## src/rtl/ring_seq_core.sv

```systemverilog
`default_nettype none
// ============================================================================
// Module      : ring_seq_core
// Description : Prescaled pattern sequencer. Every div+1 enabled cycles the
//               ring register steps through one of four patterns (rotate,
//               Johnson, bounce, fill). tick marks each new value; wrap marks
//               a return to the last loaded (or reset) origin value.
// Revision    : 1.0 - initial release
// ============================================================================
module ring_seq_core #(
  parameter int WIDTH = 8,   // ring length in bits, 2..32
  parameter int DIV_W = 16   // prescaler counter width
) (
  input  logic             clk,
  input  logic             rst_n,
  input  logic             en,
  input  logic [1:0]       mode,
  input  logic             dir,
  input  logic             load,
  input  logic [WIDTH-1:0] load_val,
  input  logic [DIV_W-1:0] div,
  output logic [WIDTH-1:0] ring,
  output logic             tick,
  output logic             wrap
);

  localparam logic [1:0] MODE_ROTATE  = 2'b00;
  localparam logic [1:0] MODE_JOHNSON = 2'b01;
  localparam logic [1:0] MODE_BOUNCE  = 2'b10;
  localparam logic [1:0] MODE_FILL    = 2'b11;

  localparam logic [WIDTH-1:0] RING_ONE = {{(WIDTH-1){1'b0}}, 1'b1};
  localparam logic [DIV_W-1:0] CNT_ONE  = {{(DIV_W-1){1'b0}}, 1'b1};

  logic [WIDTH-1:0] ring_q,   ring_d;
  logic [WIDTH-1:0] origin_q, origin_d;
  logic [DIV_W-1:0] cnt_q,    cnt_d;
  logic             bdir_q,   bdir_d;
  logic             tick_q,   tick_d;
  logic             wrap_q,   wrap_d;

  logic [WIDTH-1:0] step_ring;
  logic             step_bdir;
  logic             ring_zero;

  assign ring_zero = (ring_q == '0);

  // Pattern generator: the value (and bounce direction) a step would produce.
  always_comb begin
    step_ring = ring_q;
    step_bdir = bdir_q;
    case (mode)
      MODE_ROTATE: begin
        if (ring_zero) begin
          // All-zero is a fixed point of rotation; reseed with bit 0.
          step_ring = RING_ONE;
          step_bdir = 1'b0;
        end else if (dir) begin
          step_ring = {ring_q[0], ring_q[WIDTH-1:1]};
        end else begin
          step_ring = {ring_q[WIDTH-2:0], ring_q[WIDTH-1]};
        end
      end
      MODE_JOHNSON: begin
        if (dir) begin
          step_ring = {~ring_q[0], ring_q[WIDTH-1:1]};
        end else begin
          step_ring = {ring_q[WIDTH-2:0], ~ring_q[WIDTH-1]};
        end
      end
      MODE_BOUNCE: begin
        if (ring_zero) begin
          step_ring = RING_ONE;
          step_bdir = 1'b0;
        end else if (!bdir_q) begin
          // Moving up: turn around once the MSB end is reached.
          if (ring_q[WIDTH-1]) begin
            step_ring = ring_q >> 1;
            step_bdir = 1'b1;
          end else begin
            step_ring = ring_q << 1;
          end
        end else begin
          // Moving down: turn around once the LSB end is reached.
          if (ring_q[0]) begin
            step_ring = ring_q << 1;
            step_bdir = 1'b0;
          end else begin
            step_ring = ring_q >> 1;
          end
        end
      end
      MODE_FILL: begin
        if (&ring_q) begin
          step_ring = '0;
        end else if (dir) begin
          step_ring = {1'b1, ring_q[WIDTH-1:1]};
        end else begin
          step_ring = {ring_q[WIDTH-2:0], 1'b1};
        end
      end
      default: begin
        step_ring = ring_q;
        step_bdir = bdir_q;
      end
    endcase
  end

  // Next-state: load beats everything, en=0 freezes, prescaler gates steps.
  always_comb begin
    ring_d   = ring_q;
    origin_d = origin_q;
    cnt_d    = cnt_q;
    bdir_d   = bdir_q;
    tick_d   = 1'b0;
    wrap_d   = 1'b0;
    if (load) begin
      ring_d   = load_val;
      origin_d = load_val;
      cnt_d    = '0;
      bdir_d   = 1'b0;
    end else if (en) begin
      // >= rather than == so lowering div below cnt steps immediately.
      if (cnt_q >= div) begin
        cnt_d  = '0;
        ring_d = step_ring;
        bdir_d = step_bdir;
        tick_d = 1'b1;
        wrap_d = (step_ring == origin_q);
      end else begin
        cnt_d = cnt_q + CNT_ONE;
      end
    end
  end

  // State registers with asynchronous active-low reset.
  always_ff @(posedge clk or negedge rst_n) begin
    if (!rst_n) begin
      ring_q   <= RING_ONE;
      origin_q <= RING_ONE;
      cnt_q    <= '0;
      bdir_q   <= 1'b0;
      tick_q   <= 1'b0;
      wrap_q   <= 1'b0;
    end else begin
      ring_q   <= ring_d;
      origin_q <= origin_d;
      cnt_q    <= cnt_d;
      bdir_q   <= bdir_d;
      tick_q   <= tick_d;
      wrap_q   <= wrap_d;
    end
  end

  assign ring = ring_q;
  assign tick = tick_q;
  assign wrap = wrap_q;

endmodule
`default_nettype wire

```

## config.mk

```make
export PLATFORM = sky130hd
export DESIGN_NAME = ring_seq_core
export DESIGN_NICKNAME = d
export VERILOG_FILES = /design/src/rtl/ring_seq_core.sv
export SDC_FILE = /design/constraint.sdc
export NUM_CORES = 1
export LEC_CHECK = 0
export CORE_UTILIZATION = 65
export CTS_CLUSTER_SIZE = 20
export DETAILED_ROUTE_END_ITERATION = 10
export DONT_BUFFER_PORTS = 1
export PLACE_DENSITY = 0.81
export SYNTH_ARGS = -nofsm -noshare
export SYNTH_HDL_FRONTEND = slang
export SYNTH_SLANG_ARGS = --single-unit
```

## constraint.sdc

```tcl
create_clock -name clk -period 4.1 [get_ports clk]
set_clock_uncertainty 0.15 [all_clocks]
set_input_delay 0.82 -clock clk [delete_from_list [all_inputs] [get_ports clk]]
set_output_delay 0.82 -clock clk [all_outputs]
set_load 0.05 [all_outputs]
```

Yosys cells after proc, flatten, opt, wreduce, memory -nomap -nowiden
Cells that the tools add are included.

operators by class
  add/subtract/negate cells = 1
  order comparisons = 1
  equal/unequal tests = 5
  muxes and demuxes = 31
  bitwise gates (word level) = 2
  reduce and logical (&&, ||, !) cells = 8

operators by type and width
  kind                                                 count
  2-to-1 mux 8 bit                                     12
  2-to-1 mux 16 bit                                    3
  case mux 8 bit (4 select lines)                      1
  adder 16 x 1 -> 16 bit, second input constant        1
  greater-or-equal comparator 16 bit                   1
  2-to-1 mux 1 bit                                     14
  equality test 8 bit                                  1
  logical NOT 8 bit                                    1
  AND reduction 8 bit                                  1
  equality test 2 bit, second input constant           2
  AND reduction 4 bit                                  1
  nonzero test 2 bit                                   2
  != test 3 bit, second input constant                 1
  nonzero test 3 bit                                   1
  equality test 2 x 1 -> 1 bit, second input constant  1
  logical NOT 2 bit                                    1
  inverter 1 bit                                       2
  case mux 1 bit (2 select lines)                      1
  AND reduction 2 bit                                  1

storage, ports and cells
  bits in registers = 35
  bits of input ports = 31
  logic and storage cells = 54

Longest topological paths before layout
Gate-level depths: netlist of the first run.

  depth after elaboration = 8
  gate-level depth with buffers = 10

Worst setup path before layout of the first run
OpenSTA, ideal clock, no wires.

  path type = input -> register
  from = input port div[6]
  to = register ring_q[5] (netlist: ring[5])
  setup time = 0.132 ns
  arrival time = 2.430 ns
  data required time = 3.818 ns
  setup slack = 1.388 ns
  cell stages on the path = 10
  buffers on the path = 1
  cells stage by stage = inv_1 ha_1 and3_1 a22oi_1 nand2_1 a31oi_1 o31ai_1 buf_2 mux2i_1 o21ai_1

on the way
  cells in the longest elaborated chain, start to end = 3

ends and longest elaborated chain
  element                             line  RTL
  from (decl)                         21    input logic [DIV_W-1:0] div,
  greater-or-equal comparator 16 bit  124   if (cnt_q >= div) begin
  nonzero test 2 bit (no line)        --
  AND reduction 2 bit (no line)       --
  to (signal assigned)                146   ring_q <= ring_d;
  to (decl)                           35    logic [WIDTH-1:0] ring_q, ring_d;

No other way between the ends.
A chain may end at the register's enable or synchronous reset.

Worst setup path in the final report of the first run
  from = register ring_q[7] (netlist: ring[7])
  to = register wrap_q (netlist: wrap)

on the way
  cells in the longest elaborated chain, start to end = 8
  elaborated cells between the ends (all ways) = 17

ends and longest elaborated chain
  element                                     line    RTL
  2-to-1 mux 8 bit, on equally long branches  77, 85
  2-to-1 mux 8 bit                            75      end else if (!bdir_q) begin
  2-to-1 mux 8 bit                            72      if (ring_zero) begin
  case mux 8 bit (4 select lines) (*)         52      case (mode)
  equality test 8 bit (*)                     129     wrap_d = (step_ring == origin_q);
  2-to-1 mux 1 bit (*)                        124
  2-to-1 mux 1 bit (*)                        122     end else if (en) begin
  2-to-1 mux 1 bit (*)                        117     if (load) begin
  via wrap_d                                  40      logic wrap_q, wrap_d;
  to (signal assigned)                        151     wrap_q <= wrap_d;
  to (decl)                                   40

The timed path passes the listed nets; every way through them passes the cells marked *.

==> results of run 1 <==
[layout make-up]
cell class	count	share of cell area
Multi-Input combinational cell	213	0.560
Sequential cell	35	0.340
Inverter	27	0.0393
Clock buffer	7	0.0334
Tap cell	46	0.0223
Timing Repair Buffer	1	0.00291
Clock inverter	1	0.00194
[per-layer routing]
metal / wire [µm] / vias up / global-route usage
met2: 2300 / 77 / 0.428
met4: 29 / 0 / 0.0682
met3: 373 / 4 / 0.0688
li1: - / 1004 / -
met1: 2430 / 950 / 0.397
met5: 0 / - / 0
[worst max-delay path, cell delays in order (launching register included)]
cell and delay [ns]:
dfrtp_1 0.91, nor4_2 0.17, and2_1 0.21, nor3_1 0.50, o21ai_1 0.21, a21oi_1 0.19
o211ai_1 0.12, nor4_2 0.25
[placed cells by master, fill, tap and decap left out, types with 2 or more instances in the layout]
cell	instances
nand2b_1	8
nand2_1	26
or2_1	2
nand4_1	11
a21oi_1	9
nor2b_1	4
ha_1	17
mux2i_1	10
a21o_1	10
nand3_1	11
nor3_1	5
o21ai_1	19
o21ai_0	7
and3_1	3
o21a_1	3
nor4_2	3
dfstp_2	2
mux2_2	2
nor2_1	21
inv_1	27
dfrtp_1	33
a2111oi_0	2
xor2_1	10
nor4_1	2
xnor2_1	4
clkbuf_8	6
o2111ai_1	2
[state kept, by name (all words and copies together) (netlist names)]
register,count
wrap,1
origin_q,8
ring,8
tick,1
bdir_q,1
cnt_q,16
[worst max path at each step]
stage,end,slack [ns],cells after the start
2_1_floorplan,ring[5],1.39,10
3_3_place_gp,cnt_q[3],1.28,10
3_5_place_dp,cnt_q[11],1.11,9
4_1_cts,wrap,1.30,7
5_1_grt,wrap,1.02,7
6_report,wrap,1.27,7
[cell families after synthesis]
logic type | count (synthesis) | synth area share
adder cells (fa/ha/maj) | 17 | 0.0864
XOR/XNOR | 14 | 0.0498
buffers and inverters | 35 | 0.0584
flip-flops | 35 | 0.357
AND/OR/NAND/NOR | 102 | 0.215
AO/OA/AOI/OAI | 68 | 0.184
multiplexers | 12 | 0.0498
[where the power goes]
group	leakage, nW	total, W	internal, W	switching (W)
Sequential	0.455	0.000412	0.000362	0.0000504
Combinational	0.726	0.000104	0.0000482	0.0000561
Clock	0.0482	0.000262	0.000136	0.000126
Total	1.23	0.000779	0.000546	0.000233
[through the flow]
step / std cells / util / area, µm²
final: 330 / 0.744 / 2580
after global routing: 330 / 0.744 / 2580
after CTS: 330 / 0.744 / 2580
after detailed placement: 322 / 0.718 / 2490
after global placement: 322 / 0.718 / 2490
after floorplan: 283 / - / 2460
==> flow_summary.yaml, run 1 <==
status:
  outcome: "complete, no violations"
synthesis:
  syn_area_um2: 2460
  synth_ff_type: "dfrtp_1"
  syn_area_per_cell_um2: 8.70
  syn-num-nets: 331
  yosysMostFrequentCell: "dfrtp_1"
  synth_cell_types: 51
  ys_seq_area_frac: 0.357
  ys_top_cells_by_area: "dfrtp_1, ha_1, inv_1"
  synth_top_area_share: 0.335
  syn_inst: 283
  synth-seq-cells: 35
  synth_common_cells: "dfrtp_1, inv_1, nand2_1"
  synth_top_cell_by_area: "dfrtp_1"
  async_reset_ff_frac: 1.00
  synth_edf_count: 0
  yosys_warnings: 0
global_route:
  grt_overflow: 0
  antenna_found_initial: 0
  grt_pass1_wl_mm: 8.77
  grt_use_total: 0.281
  grt_max_degree: 36
  grt_pass1_vias: 1881
routing:
  wl_per_cell_um: 15.5
  routed_wl_mm: 5.13
  drc_errors: 0
  drt_iter0_drc: 153
  via_per_inst: 6.17
  firstDrtPassIters: 4
  vias: 2035
  antenna_left: 0
floorplan:
  rows: 21
  io_pins: 41
  initial_core_util: 0.710
  die_w_um: 63.6
  die_height_um: 63.6
  fp.dieArea_um2: 4040
  core_area_um2: 3470
final_layout:
  finalNetCount: 331
  syn_to_final_growth_pct: 4.83
  drive_above_1_share: 0.0704
  multi_input_area_um2: 1450
  seqCellArea_um2: 878
  n_antenna_cell: 0
  fill_cells: 275
sta:
  worst_slack_ns: 1.27
  fmax_mhz: 354
  slew_headroom: 0.422
  hold_viol_final: 0
  fin_crit_sh: 0.690
  tightest_slew_ns: 0.868
  fin_hold_ws_ns: 0.0640
  setup_tns_ns: 0
  setup_violations: 0
  slew_viol_final: 0
  min_period_ns: 2.83
  grt_setup_unrepaired: "no"
critical_path:
  cp.required_ns: 4.13
  setup.worst_path.start: "ring[7]"
  r2r-start: "ring[7]"
  crit_type: "reg2reg"
  worst-path-max-fanout: 14
  worstSetupEndpointType: "flip-flop"
  rr_worst_depth: 7
  reg2reg_to: "wrap"
  cp.arrival_ns: 2.86
  r2r_slack_ns: 1.27
  startpoint_type: "flip-flop"
power:
  powerDensity_nw_per_um2: 302
  ir_drop_v: 0.000288
  p_leak_nw: 1.23
  total_power_w: 0.000779
clock_tree:
  clk_latency_ns: 0.29
  cts_made_buffers: 5
  clockBufferDepth: 2
  cts.clk_slew.worst_paths_ns: 0.08
  ctsHoldBuffers: 0
  cts_root_buf: "clkbuf_8"
  htree_levels: 2
  cts_sinks: 35
  cts_setup_buffers: 0
  cts_tree: "yes"
  cts_resized: 0
worst_hold_path:
  hold_path_class: "in2async"
placed_design:
  port_buffers: 0
  dp_hpwl_mm: 3.88
  post-place-ws_ns: 1.11
  gp_congestion: 0.882
run:
  max-cap-violations: 0
(Power assumes the default switching activity.)
==> run 2: changes to the inputs <==
--- a/config.mk
+++ b/config.mk
@@ -5,11 +5,11 @@
 export SDC_FILE = /design/constraint.sdc
 export NUM_CORES = 1
 export LEC_CHECK = 0
-export CORE_UTILIZATION = 65
+export CORE_UTILIZATION = 64
 export CTS_CLUSTER_SIZE = 20
 export DETAILED_ROUTE_END_ITERATION = 10
 export DONT_BUFFER_PORTS = 1
-export PLACE_DENSITY = 0.81
+export PLACE_DENSITY = 0.8
 export SYNTH_ARGS = -nofsm -noshare
 export SYNTH_HDL_FRONTEND = slang
 export SYNTH_SLANG_ARGS = --single-unit
==> constraint.sdc (replaced) <==
create_clock -name clk -period 2.8 [get_ports clk]
set_clock_uncertainty 0.15 [all_clocks]
set_input_delay 0.56 -clock clk [delete_from_list [all_inputs] [get_ports clk]]
set_output_delay 0.56 -clock clk [all_outputs]
set_load 0.05 [all_outputs]
==> flow_summary.yaml, run 2 (synthesis gave the netlist of run 1 again) <==
final_layout:
  drive_above_1_share: 0.102
  finalNetCount: 341
  seqCellArea_um2: 878
  n_antenna_cell: 0
  syn_to_final_growth_pct: 10.4
  layout_common_cells: "dfrtp_1, inv_1, nand2_1"
  top_register: "cnt_q"
  layout_commonest_cell: "dfrtp_1"
  largest_reg_flops: 16
  multi_input_area_um2: 1450
  fill_cells: 290
routing:
  firstDrtPassIters: 4
  top_layer: "met4"
  vias: 1992
  routed_wl_mm: 5.13
  wl_met2_mm: 2.24
  wl_met1_mm: 2.61
  met3RoutedLength_um: 195
  via_per_inst: 5.82
  drt_iter0_drc: 120
  wl_per_cell_um: 15.0
  antenna_left: 0
  drc_errors: 0
global_route:
  antenna_found_initial: 0
  grt_overflow: 0
  grt_pass1_wl_mm: 8.80
  grt_pass1_vias: 1912
  grt_max_degree: 36
  grt_use_total: 0.281
sta:
  grt_setup_unrepaired: "no"
  min_period_ns: 2.42
  worst_slack_ns: 0.385
  slew_headroom: 0.647
  tightest_slew_ns: 0.525
  setup_tns_ns: 0
  fmax_mhz: 414
  setup_violations: 0
  fin_crit_sh: 0.863
  hold_viol_final: 0
  slew_viol_final: 0
power:
  ir_drop_v: 0.000350
  comb_power_share: 0.169
  p_clk_frac: 0.417
  seqPwrFrac: 0.414
  p_sw_w: 0.000379
  powerDensity_nw_per_um2: 497
  netSwitchingFraction: 0.280
  p_leak_nw: 1.30
  p_int_w: 0.000973
critical_path:
  startpoint_type: "flip-flop"
  cp.required_ns: 2.86
  worst-path-max-fanout: 5
  cp.arrival_ns: 2.47
  worstSetupEndpointType: "flip-flop"
  crit_type: "reg2reg"
placed_design:
  gp_congestion: 0.861
  post-place-ws_ns: 0.278
  port_buffers: 0
  dp_hpwl_mm: 3.76
clock_tree:
  cts_root_buf: "clkbuf_8"
  cts_tree: "yes"
  cts.clk_slew.worst_paths_ns: 0.08
  cts_resized: 0
  clockBufferDepth: 2
  cts_sinks: 35
  htree_levels: 2
  cts_made_buffers: 5
  clk_latency_ns: 0.30
floorplan:
  fp.dieArea_um2: 4100
  io_pins: 41
  rows: 22
  core_area_um2: 3690
  initial_core_util: 0.668
  die_w_um: 64.0
  die_height_um: 64.0
run:
  max-cap-violations: 0
status:
  outcome: "complete, no violations"
worst_hold_path:
  hold_path_class: "in2reg"
==> run 2: worst paths after layout <==
kind / startpoint / to / slack (ns) / cells past startpoint
setup / recovery: ring[2] / wrap / 0.38 / 8
hold / removal: load / ring[0] / 0.15 / 1
setup reg to reg: ring[2] / wrap / 0.38 / 8
hold reg to reg: cnt_q[15] / cnt_q[15] / 0.39 / 1
max in group asynchronous: rst_n / ring[0] / 1.70 / 2
min in group asynchronous: rst_n / ring[1] / 0.56 / 2
==> run 2: through the flow <==
stage	hold slack [ns]	instances	util	cell area (µm²)	power [W]
6_report	0.154	342	0.737	2720	0.00135
4_1_cts	0.149	342	0.737	2720	0.00135
3_5_place_dp	0.116	332	0.692	2550	0.000781
5_1_grt	0.166	342	0.737	2720	0.00140
2_1_floorplan	0.114	283	-	2460	0.000740
3_3_place_gp	0.116	332	0.692	2550	0.000776
==> run 2: cell type report <==
| cell class | instances | share of cell area |
|---|---|---|
| Clock inverter | 3 | 0.0249 |
| Tap cell | 48 | 0.0221 |
| Timing Repair Buffer | 11 | 0.0359 |
| Multi-Input combinational cell | 213 | 0.532 |
| Inverter | 27 | 0.0373 |
| Sequential cell | 35 | 0.323 |
| Clock buffer | 5 | 0.0253 |
==> run 2: repair_timing <==
| item | in CTS | in global routing |
|---|---|---|
| endpoints found under the setup margin | 0 | 0 |
| hold buffers | 2 | 0 |
| setup buffers | 0 | 0 |
| endpoints found under the hold margin | 35 | 0 |
==> run 2: worst max-delay path, stage by stage (launching register included) <==
cell and delay (ns):
dfrtp_1 0.43, buf_4 0.25, nand4_1 0.18, o31ai_4 0.38, a21oi_2 0.14, o21ai_1 0.24, a21o_1 0.16, nand4b_1 0.10
nor4_2 0.27
==> run 2: power groups by stage <==
stage	registers, W	logic (W)	clock network (W)
final	0.000559	0.000229	0.000564
after global routing	0.000563	0.000253	0.000582
after CTS	0.000559	0.000229	0.000567
after detailed placement	0.000569	0.000212	0
after global placement	0.000568	0.000208	0
after floorplan	0.000598	0.000141	0
==> run 2: layer usage <==
metal  up-vias  track usage
li1       1024            -
met1       910        0.409
met2        49        0.403
met3         9       0.0625
met4         0        0.111
met5         -            0
